`src/rtl/reorder_release_buffer_if.sv`:
```
// ----------------------------------------------------------------------------
// reorder_release_buffer_if
//   Bundles the upstream tuple handshake and the downstream release handshake
//   of reorder_release_buffer.
//
//   Upstream  : in_valid, in_ready, in_data, in_serial, in_keep, in_done
//   Downstream: out_valid, out_ready, out_data, out_serial
//
//   Modports
//     master : the side that produces tuples and consumes released tuples
//              (the environment / testbench).
//     slave  : the buffer itself.
// ----------------------------------------------------------------------------
interface reorder_release_buffer_if #(
    parameter int DATA_W = 128
) ();
    logic              in_valid;
    logic              in_ready;
    logic [DATA_W-1:0] in_data;
    logic [31:0]       in_serial;
    logic              in_keep;
    logic              in_done;
    logic              out_valid;
    logic              out_ready;
    logic [DATA_W-1:0] out_data;
    logic [31:0]       out_serial;

    modport master (
        output in_valid, in_data, in_serial, in_keep, in_done, out_ready,
        input  in_ready, out_valid, out_data, out_serial
    );

    modport slave (
        input  in_valid, in_data, in_serial, in_keep, in_done, out_ready,
        output in_ready, out_valid, out_data, out_serial
    );
endinterface

```
`src/rtl/reorder_release_buffer.sv`:
```
// ----------------------------------------------------------------------------
// reorder_release_buffer
//   Accepts tuples tagged with a 32-bit serial in any order and releases them
//   strictly in serial order. Tuples with keep=0 are placeholders: they only
//   advance the release order and are never presented downstream.
//
//   Ports
//     clk, resetn  : clock, synchronous active-low reset
//     bus          : tuple in / tuple out handshakes (slave modport)
//     next_serial  : serial currently awaited at the head
//     occupancy    : number of occupied storage slots
//     done         : sticky end-of-stream flag (state FINISHED)
//     o_state      : current FSM state, for observation
//
//   Handshake semantics (both sides): a transfer happens on a rising edge
//   where valid and ready are both 1. in_ready may depend combinationally on
//   in_serial; out_valid/out_data/out_serial are registered and hold stable
//   while out_valid=1 and out_ready=0.
// ----------------------------------------------------------------------------
module reorder_release_buffer #(
    parameter int          DATA_W       = 128,
    parameter int          DEPTH        = 16,
    parameter logic [31:0] START_SERIAL = 32'd0
) (
    input  logic                     clk,
    input  logic                     resetn,
    reorder_release_buffer_if.slave  bus,
    output logic [31:0]              next_serial,
    output logic [$clog2(DEPTH):0]   occupancy,
    output logic                     done,
    output logic [1:0]               o_state
);
    localparam int IDX_W = $clog2(DEPTH);
    localparam int OCC_W = IDX_W + 1;

    typedef enum logic [1:0] {
        ST_RUN      = 2'd0,
        ST_DRAIN    = 2'd1,
        ST_FINISHED = 2'd2
    } state_t;

    state_t            r_state;
    state_t            w_state_nxt;

    logic [DEPTH-1:0]  r_occ;
    logic [DEPTH-1:0]  r_keep;
    logic [DATA_W-1:0] r_data   [DEPTH];
    logic [31:0]       r_serial [DEPTH];

    logic              r_out_valid;
    logic [DATA_W-1:0] r_out_data;
    logic [31:0]       r_out_serial;
    logic [31:0]       r_next_serial;
    logic [OCC_W-1:0]  r_occupancy;

    logic [IDX_W-1:0]  w_in_idx;
    logic [IDX_W-1:0]  w_head_idx;
    logic [31:0]       w_window_dist;
    logic              w_in_ready;
    logic              w_accept;
    logic              w_head_occ;
    logic              w_head_keep;
    logic              w_load;
    logic              w_discard;
    logic              w_release;

    assign w_in_idx      = bus.in_serial[IDX_W-1:0];
    assign w_head_idx    = r_next_serial[IDX_W-1:0];
    // Modular distance, so the window stays correct across the 32-bit wrap.
    assign w_window_dist = bus.in_serial - r_next_serial;
    assign w_in_ready    = (r_state == ST_RUN) && (w_window_dist < 32'(DEPTH))
                           && !r_occ[w_in_idx];
    assign w_accept      = bus.in_valid && w_in_ready;

    assign w_head_occ    = r_occ[w_head_idx];
    assign w_head_keep   = r_keep[w_head_idx];
    assign w_load        = w_head_occ && w_head_keep && (!r_out_valid || bus.out_ready);
    // Placeholders never touch the output register, so they retire even
    // while the downstream side is stalled.
    assign w_discard     = w_head_occ && !w_head_keep;
    assign w_release     = w_load || w_discard;

    // Occupied flags. An accepted slot is always empty and the head slot is
    // always occupied when released, so the set and clear never collide.
    always_ff @(posedge clk) begin
        if (!resetn) begin
            r_occ <= '0;
        end else begin
            if (w_accept)  r_occ[w_in_idx]   <= 1'b1;
            if (w_release) r_occ[w_head_idx] <= 1'b0;
        end
    end

    // Slot payload storage; only meaningful while the slot is occupied.
    always_ff @(posedge clk) begin
        if (w_accept) begin
            r_data[w_in_idx]   <= bus.in_data;
            r_serial[w_in_idx] <= bus.in_serial;
            r_keep[w_in_idx]   <= bus.in_keep;
        end
    end

    always_ff @(posedge clk) begin
        if (!resetn) begin
            r_out_valid  <= 1'b0;
            r_out_data   <= '0;
            r_out_serial <= '0;
        end else if (w_load) begin
            r_out_valid  <= 1'b1;
            r_out_data   <= r_data[w_head_idx];
            r_out_serial <= r_serial[w_head_idx];
        end else if (bus.out_ready) begin
            r_out_valid  <= 1'b0;
        end
    end

    always_ff @(posedge clk) begin
        if (!resetn) begin
            r_next_serial <= START_SERIAL;
            r_occupancy   <= '0;
        end else begin
            if (w_release) r_next_serial <= r_next_serial + 32'd1;
            case ({w_accept, w_release})
                2'b10:   r_occupancy <= r_occupancy + OCC_W'(1);
                2'b01:   r_occupancy <= r_occupancy - OCC_W'(1);
                default: r_occupancy <= r_occupancy;
            endcase
        end
    end

    always_ff @(posedge clk) begin
        if (!resetn) r_state <= ST_RUN;
        else         r_state <= w_state_nxt;
    end

    always_comb begin
        w_state_nxt = r_state;
        case (r_state)
            ST_RUN: begin
                if (bus.in_done) begin
                    if ((r_occupancy != '0) || r_out_valid) w_state_nxt = ST_DRAIN;
                    else                                    w_state_nxt = ST_FINISHED;
                end
            end
            ST_DRAIN: begin
                if ((r_occupancy == '0) && !r_out_valid) w_state_nxt = ST_FINISHED;
            end
            ST_FINISHED: w_state_nxt = ST_FINISHED;
            default:     w_state_nxt = ST_RUN;
        endcase
    end

    assign bus.in_ready   = w_in_ready;
    assign bus.out_valid  = r_out_valid;
    assign bus.out_data   = r_out_data;
    assign bus.out_serial = r_out_serial;
    assign next_serial    = r_next_serial;
    assign occupancy      = r_occupancy;
    assign done           = (r_state == ST_FINISHED);
    assign o_state        = r_state;
endmodule

```
`src/flat_wrapper.sv`:
```
// flat-port wrapper written by rule: the top's interface ports become plain ports
module reorder_release_buffer_flat 
#(
    parameter int          DATA_W       = 128,
    parameter int          DEPTH        = 16,
    parameter logic [31:0] START_SERIAL = 32'd0
)
  (clk, resetn, next_serial, occupancy, done, o_state, bus_in_valid, bus_in_data, bus_in_serial, bus_in_keep, bus_in_done, bus_out_ready, bus_in_ready, bus_out_valid, bus_out_data, bus_out_serial);
  reorder_release_buffer_if #(.DATA_W(DATA_W)) bus_i ();
  input  logic clk;
  input  logic resetn;
  output logic [31:0] next_serial;
  output logic [$clog2(DEPTH):0] occupancy;
  output logic done;
  output logic [1:0] o_state;
  input wire logic [$bits(bus_i.in_valid)-1:0] bus_in_valid;
  input wire logic [$bits(bus_i.in_data)-1:0] bus_in_data;
  input wire logic [$bits(bus_i.in_serial)-1:0] bus_in_serial;
  input wire logic [$bits(bus_i.in_keep)-1:0] bus_in_keep;
  input wire logic [$bits(bus_i.in_done)-1:0] bus_in_done;
  input wire logic [$bits(bus_i.out_ready)-1:0] bus_out_ready;
  output wire logic [$bits(bus_i.in_ready)-1:0] bus_in_ready;
  output wire logic [$bits(bus_i.out_valid)-1:0] bus_out_valid;
  output wire logic [$bits(bus_i.out_data)-1:0] bus_out_data;
  output wire logic [$bits(bus_i.out_serial)-1:0] bus_out_serial;
  assign bus_i.in_valid = bus_in_valid;
  assign bus_i.in_data = bus_in_data;
  assign bus_i.in_serial = bus_in_serial;
  assign bus_i.in_keep = bus_in_keep;
  assign bus_i.in_done = bus_in_done;
  assign bus_i.out_ready = bus_out_ready;
  assign bus_in_ready = bus_i.in_ready;
  assign bus_out_valid = bus_i.out_valid;
  assign bus_out_data = bus_i.out_data;
  assign bus_out_serial = bus_i.out_serial;
  reorder_release_buffer #(.DATA_W(DATA_W), .DEPTH(DEPTH), .START_SERIAL(START_SERIAL)) u_core (.clk(clk), .resetn(resetn), .bus(bus_i), .next_serial(next_serial), .occupancy(occupancy), .done(done), .o_state(o_state));
endmodule
```
`config.mk`:
```
export PLATFORM = sky130hd
export DESIGN_NAME = reorder_release_buffer_flat
export DESIGN_NICKNAME = d
export VERILOG_FILES = /design/src/rtl/reorder_release_buffer_if.sv /design/src/rtl/reorder_release_buffer.sv /design/src/flat_wrapper.sv
export SDC_FILE = /design/constraint.sdc
export NUM_CORES = 2
export LEC_CHECK = 0
export CAP_MARGIN = 20
export CORE_MARGIN = 3
export CORE_UTILIZATION = 60
export CTS_BUF_LIST = sky130_fd_sc_hd__clkbuf_16
export DETAILED_ROUTE_END_ITERATION = 8
export PLACE_DENSITY = 0.75
export SETUP_SLACK_MARGIN = 0.2
export SLEW_MARGIN = 20
export SYNTH_ARGS = -nofsm -noshare
export SYNTH_HDL_FRONTEND = slang
export SYNTH_SLANG_ARGS = --single-unit
```
`constraint.sdc`:
```
create_clock -name clk -period 18.9 [get_ports clk]
set_input_delay 3.78 -clock clk [delete_from_list [all_inputs] [get_ports clk]]
set_output_delay 3.78 -clock clk [all_outputs]
set_load 0.1 [all_outputs]
```
# Word-level counts from Yosys, hierarchy flattened
# Memories as Yosys holds them, arrays and structs flattened. A register that Yosys moved wholly into a read port is not among the register bits.
# Index checks and enable logic that the tools add are counted.
# word_totals
ram_bits	2560
memories	2
word_cells	72
inputBits	166
out_inout_bits	202
register_bits	72
# mem_list
name	depth	width	rd	rd_clocked_by_memory_dff	wr	line	text
u_core.r_data	16	128	1	1	1	reorder_release_buffer.sv:47	logic [DATA_W-1:0] r_data [DEPTH];
u_core.r_serial	16	32	1	1	1	reorder_release_buffer.sv:48	logic [31:0] r_serial [DEPTH];
# op_classes
n_mux	23
bitwise	3
order_cmp	5
eq_ne	6
reduce_logical	23
n_addsub	4
# ops
op	count
$mux 16	3
$add 32x1->32 const B	1
$lt 32x5->1 const B	1
$sub 32x32->32	1
$and 16x16->16	1
$bwmux 16	1
$not 16->16	1
$or 16x16->16	1
$bmux 1 s4	3
$lt 4x5->1 const B	2
$pmux 5 s2	1
$logic_and 1x1->1	9
$mux 1	9
$demux 1 s4	2
$ge 4x1->1 const B	2
$mux 2	3
$pmux 2 s3	1
$add 5x1->5 const B	1
$logic_not 1->1	5
$logic_not 5->1	1
$reduce_bool 5->1	1
$sub 5x1->5 const B	1
$eq 2x1->1 const B	2
$eq 2x2->1 const B	2
other kinds (6)	9

# Depth between registers and ports, before layout
# depth
word_depth	9
ltp_mapped	26

# Worst setup path before layout
# Ideal clock, no wire load.
# synth_path
kind	input -> output
startpoint	input port bus_in_serial[4]
endpoint	output port bus_in_ready
arrival_time_ns	7.662
path_slack_ns	7.458
t_required_ns	15.120
path_buffers	1
path_stages	12
path_cell_list	ha_1 a21oi_1 and2b_1 a2111o_1 a2111oi_4 o31a_1 o21bai_1 xor2_1 nor4_2 buf_4 nand2_1 nor2_1
# synth_via
elab_chain_len	4
# synth_lines
item	line	text
from (decl)	flat_wrapper.sv:18	input wire logic [$bits(bus_i.in_serial)-1:0] bus_in_serial;
$sub 32x32->32	reorder_release_buffer.sv:70	assign w_window_dist = bus.in_serial - r_next_serial;
$lt 32x5->1	reorder_release_buffer.sv:71	assign w_in_ready = (r_state == ST_RUN) && (w_window_dist < 32'(DEPTH))
$logic_and 1x1->1	reorder_release_buffer.sv:71	
$logic_and 1x1->1	reorder_release_buffer.sv:72	&& !r_occ[w_in_idx];
to (decl)	flat_wrapper.sv:22	output wire logic [$bits(bus_i.in_ready)-1:0] bus_in_ready;
# No other way between the ends.

# Worst setup path after layout
# layout_path
startpoint	input port bus_in_serial[7]
endpoint	output port bus_in_ready
# Same word-level chain as after synthesis.

==> results_dict.tcl <==
set metrics [dict create \
    cts_tree "built" \
    clock-root-buffer "clkbuf_16" \
    path_delay_family "buffers and inverters" \
    synthTopCellsByCount "2576 x edfxtp_1, 812 x mux4_2, 382 x nand2_1" \
    grt_overflow 0 \
    gp_congestion 0.8213 \
    grt_pass1_vias 53475 \
    cts_setup_buffers 0 \
    core.rowCount 154 \
    start_util_pct 60.59 \
    dp_hpwl_mm 131.7 \
    hold_class "flip-flop to flip-flop" \
    ant_nets 0 \
    synthTopCellsByArea "edfxtp_1 72%, mux4_2 17%, dfxtp_1 4.0%, nand2_1 1.3%, a21boi_0 1.2%" \
    switchingPower_w 0.002347 \
    clk_pin_slew_ps 60 \
    fin_setup_tns_ps 0 \
    switching_share_pct 19.28 \
    status "finished, final reports clean" \
    period_share_pct 70.73 \
    slew_viol_final 0 \
    grt_pass1_wl_mm 373.6 \
    die_y_um 428.4 \
    n_fill_cell 10467 \
    syn2layout_area_growth_pct 14.17 \
    path_cells "clkdlybuf4s50_1 -> ha_1 -> nand2_1 -> nor3_2 -> nor2_1 -> mux2_1 -> a2111oi_0 -> o2111a_1 -> nand4_1 -> or4_1 -> nor2_1 -> clkdlybuf4s50_1" \
    ys_seq_elements 2792 \
    track_usage_pct 27.99 \
    clk_latency_ps 930 \
    drive_gt1_share_pct 23.17 \
    synth_edf_count 2576 \
    synth_area_leader_cell "edfxtp_1" \
    routed_wl_mm 253.4 \
    max_cap_viol_count 0 \
    rsz0062_at_grt "false" \
    cp_num_buf_inv 2 \
    relSlewSlack_pct 22.94 \
    wl_per_cell_um 31.91 \
    p_leak_nw 37.25 \
    synth_top_area_share_pct 72.25 \
    synth.avg_cell_area_um2 21.90 \
    portBuffers 367 \
    ys_types 66 \
    cts_buffers 289 \
    slowest_delay_ps 1210 \
    setup_violations 0 \
    post-place-cells 7420 \
    post_cts_resized 0 \
    fin_cells 7942 \
    worst_slack_ps 5532 \
    clkPwrFrac_pct 43.2 \
    nets 5582 \
    path_max_fanout 18 \
    cp.required_ps 15120 \
    slowest_stage "clkdlybuf4s50_1" \
    io_pins 368 \
    synth_seq_area_share_pct 76.29 \
    cts_buffer_depth 4 \
    power_frac_comb_pct 1.4 \
    criticalPathCategory "primary input to output port" \
    post-place-ws_ps 5436 \
    synth_area_um2 107100 \
    synth_fp_nets 5097 \
    drc_errors 0 \
    r2r_setup_slack_ps 11480 \
    antenna_found_initial 42 \
    async_flop_share_pct 0 \
    netlist_instances 4888 \
    critPathArrivalTime_ps 9590 \
    drt_first_pass_iters 6 \
    intPower_w 0.009828 \
    via_count 52030 \
    synth.most_common_cell "edfxtp_1" \
    place_area_um2 113400 \
    p_per_area_nw_per_um2 99.60 \
    fin_crit_ps 13370 \
    tightest_slew_ps 1156 \
    htreeDepth 5 \
    design_area_um2 122200 \
    clock-sinks 2792 \
    startpoint_type "primary input" \
    p_seq_share_pct 55.4 \
    viasPerCell 6.551 \
    final_hold_viol_count 0 \
    hold_buffers 0 \
    coreArea_um2 176700 \
    drt_iter0_drc 5679 \
    clock_skew_ps 67.94 \
    yosysWarnings 0 \
    grt_max_degree 168 \
    synth_top_flop_cell "edfxtp_1" \
    die_width_um 428.4 \
    peakVddDrop_mv 0.08451 \
    cp-end-kind "output port" \
    fmax_mhz 74.80 \
    die-area_um2 183500 \
]
## metal layers
layer  GRT usage [%]  part of all wire [%]  up-vias
li1                -                     -    21345
met1           38.82                    38    27746
met2           45.79                    51     2460
met3           4.855                   7.3      461
met4           9.947                   3.4       18
met5               0                 0.048        -
## cells by family (layout without fill, tap and decap cells)
group	after synthesis	count (layout)	share of synthesized area [%]
flip-flops	2792	2792	76.29
multiplexers	823	823	17.20
AND/OR/NAND/NOR	567	567	2.363
AO/OA/AOI/OAI	311	311	2.108
buffers and inverters	302	995	1.120
XOR/XNOR	50	50	0.4090
adder cells (fa/ha/maj)	43	43	0.5095
other	0	21	0
## layout by cell type, fill, tap and decap left out, types with 32 or more instances in the layout
cell             instances
nor2_1                  45
inv_1                  123
clkbuf_16              297
nand2_1                382
a21oi_1                 44
clkinv_1                64
a21boi_0               167
ha_1                    42
edfxtp_1              2576
clkdlybuf4s50_1        358
clkinv_2                32
dfxtp_1                213
and2_1                  33
xnor2_1                 43
buf_4                   77
mux4_2                 812
## flip-flops by register name, summed over array words and instances, names as in the netlist, 2 cells and up
name / count
u_core.r_serial: 512
u_core.r_data: 2048
u_core.occupancy: 5
u_core.bus.out_data: 128
u_core.next_serial: 32
u_core.bus.out_serial: 32
u_core.r_occ: 16
u_core.o_state: 2
u_core.r_keep: 16
## final cells by class
| type | count | area, um^2 | area share (%) |
|---|---|---|---|
| repair buffers | 450 | 4428 | 3.623 |
| clock inverters | 202 | 1254 | 1.026 |
| inverters | 46 | 180.2 | 0.1474 |
| flip-flops and latches | 2792 | 81690 | 66.83 |
| well taps | 2340 | 2928 | 2.395 |
| multi-input cells | 1794 | 24270 | 19.86 |
| diodes | 21 | 52.55 | 0.04299 |
| clock buffers | 297 | 7432 | 6.080 |
## power groups by stage
stage / combinational, W / sequential, W / clock, W
global route: 0.000192 / 0.00674 / 0.00558
floorplan: 0.0000494 / 0.00687 / 0
detailed placement: 0.000174 / 0.00687 / 0
finish: 0.000176 / 0.00674 / 0.00526
global placement: 0.000168 / 0.00687 / 0
CTS: 0.000175 / 0.00674 / 0.00534
## metrics by stage
step | power [W] | utilization [%] | hold WS, ps
2_1_floorplan | 0.006923 | - | 511.7
3_3_place_gp | 0.007038 | 64.21 | 450.7
3_5_place_dp | 0.007045 | 64.21 | 457.8
4_1_cts | 0.01225 | 69.12 | 466.3
5_1_grt | 0.01250 | 69.17 | 481.0
6_report | 0.01217 | 69.18 | 461.4
## worst reg2reg max path, cell delays in order, from the launching register on
cell	delay [ps]
dfxtp_4	960
inv_1	320
ha_1	330
a21o_1	190
a31o_1	230
a2111o_1	490
a2111oi_4	460
nor3_1	130
nor3_2	180
nand4_1	160
or4_1	760
and4b_4	930
buf_4	1000
buf_4	840
## final timing paths
path | end | depth (start not counted) | from
setup / recovery | bus_in_ready | 12 | bus_in_serial[7]
hold / removal | u_core.bus.out_data[82] | 2 | u_core.bus.out_data[82]
setup reg to reg | u_core.r_data[0][81] | 13 | u_core.next_serial[1]
hold reg to reg | u_core.bus.out_data[82] | 2 | u_core.bus.out_data[82]
(Power assumes the default switching activity.)
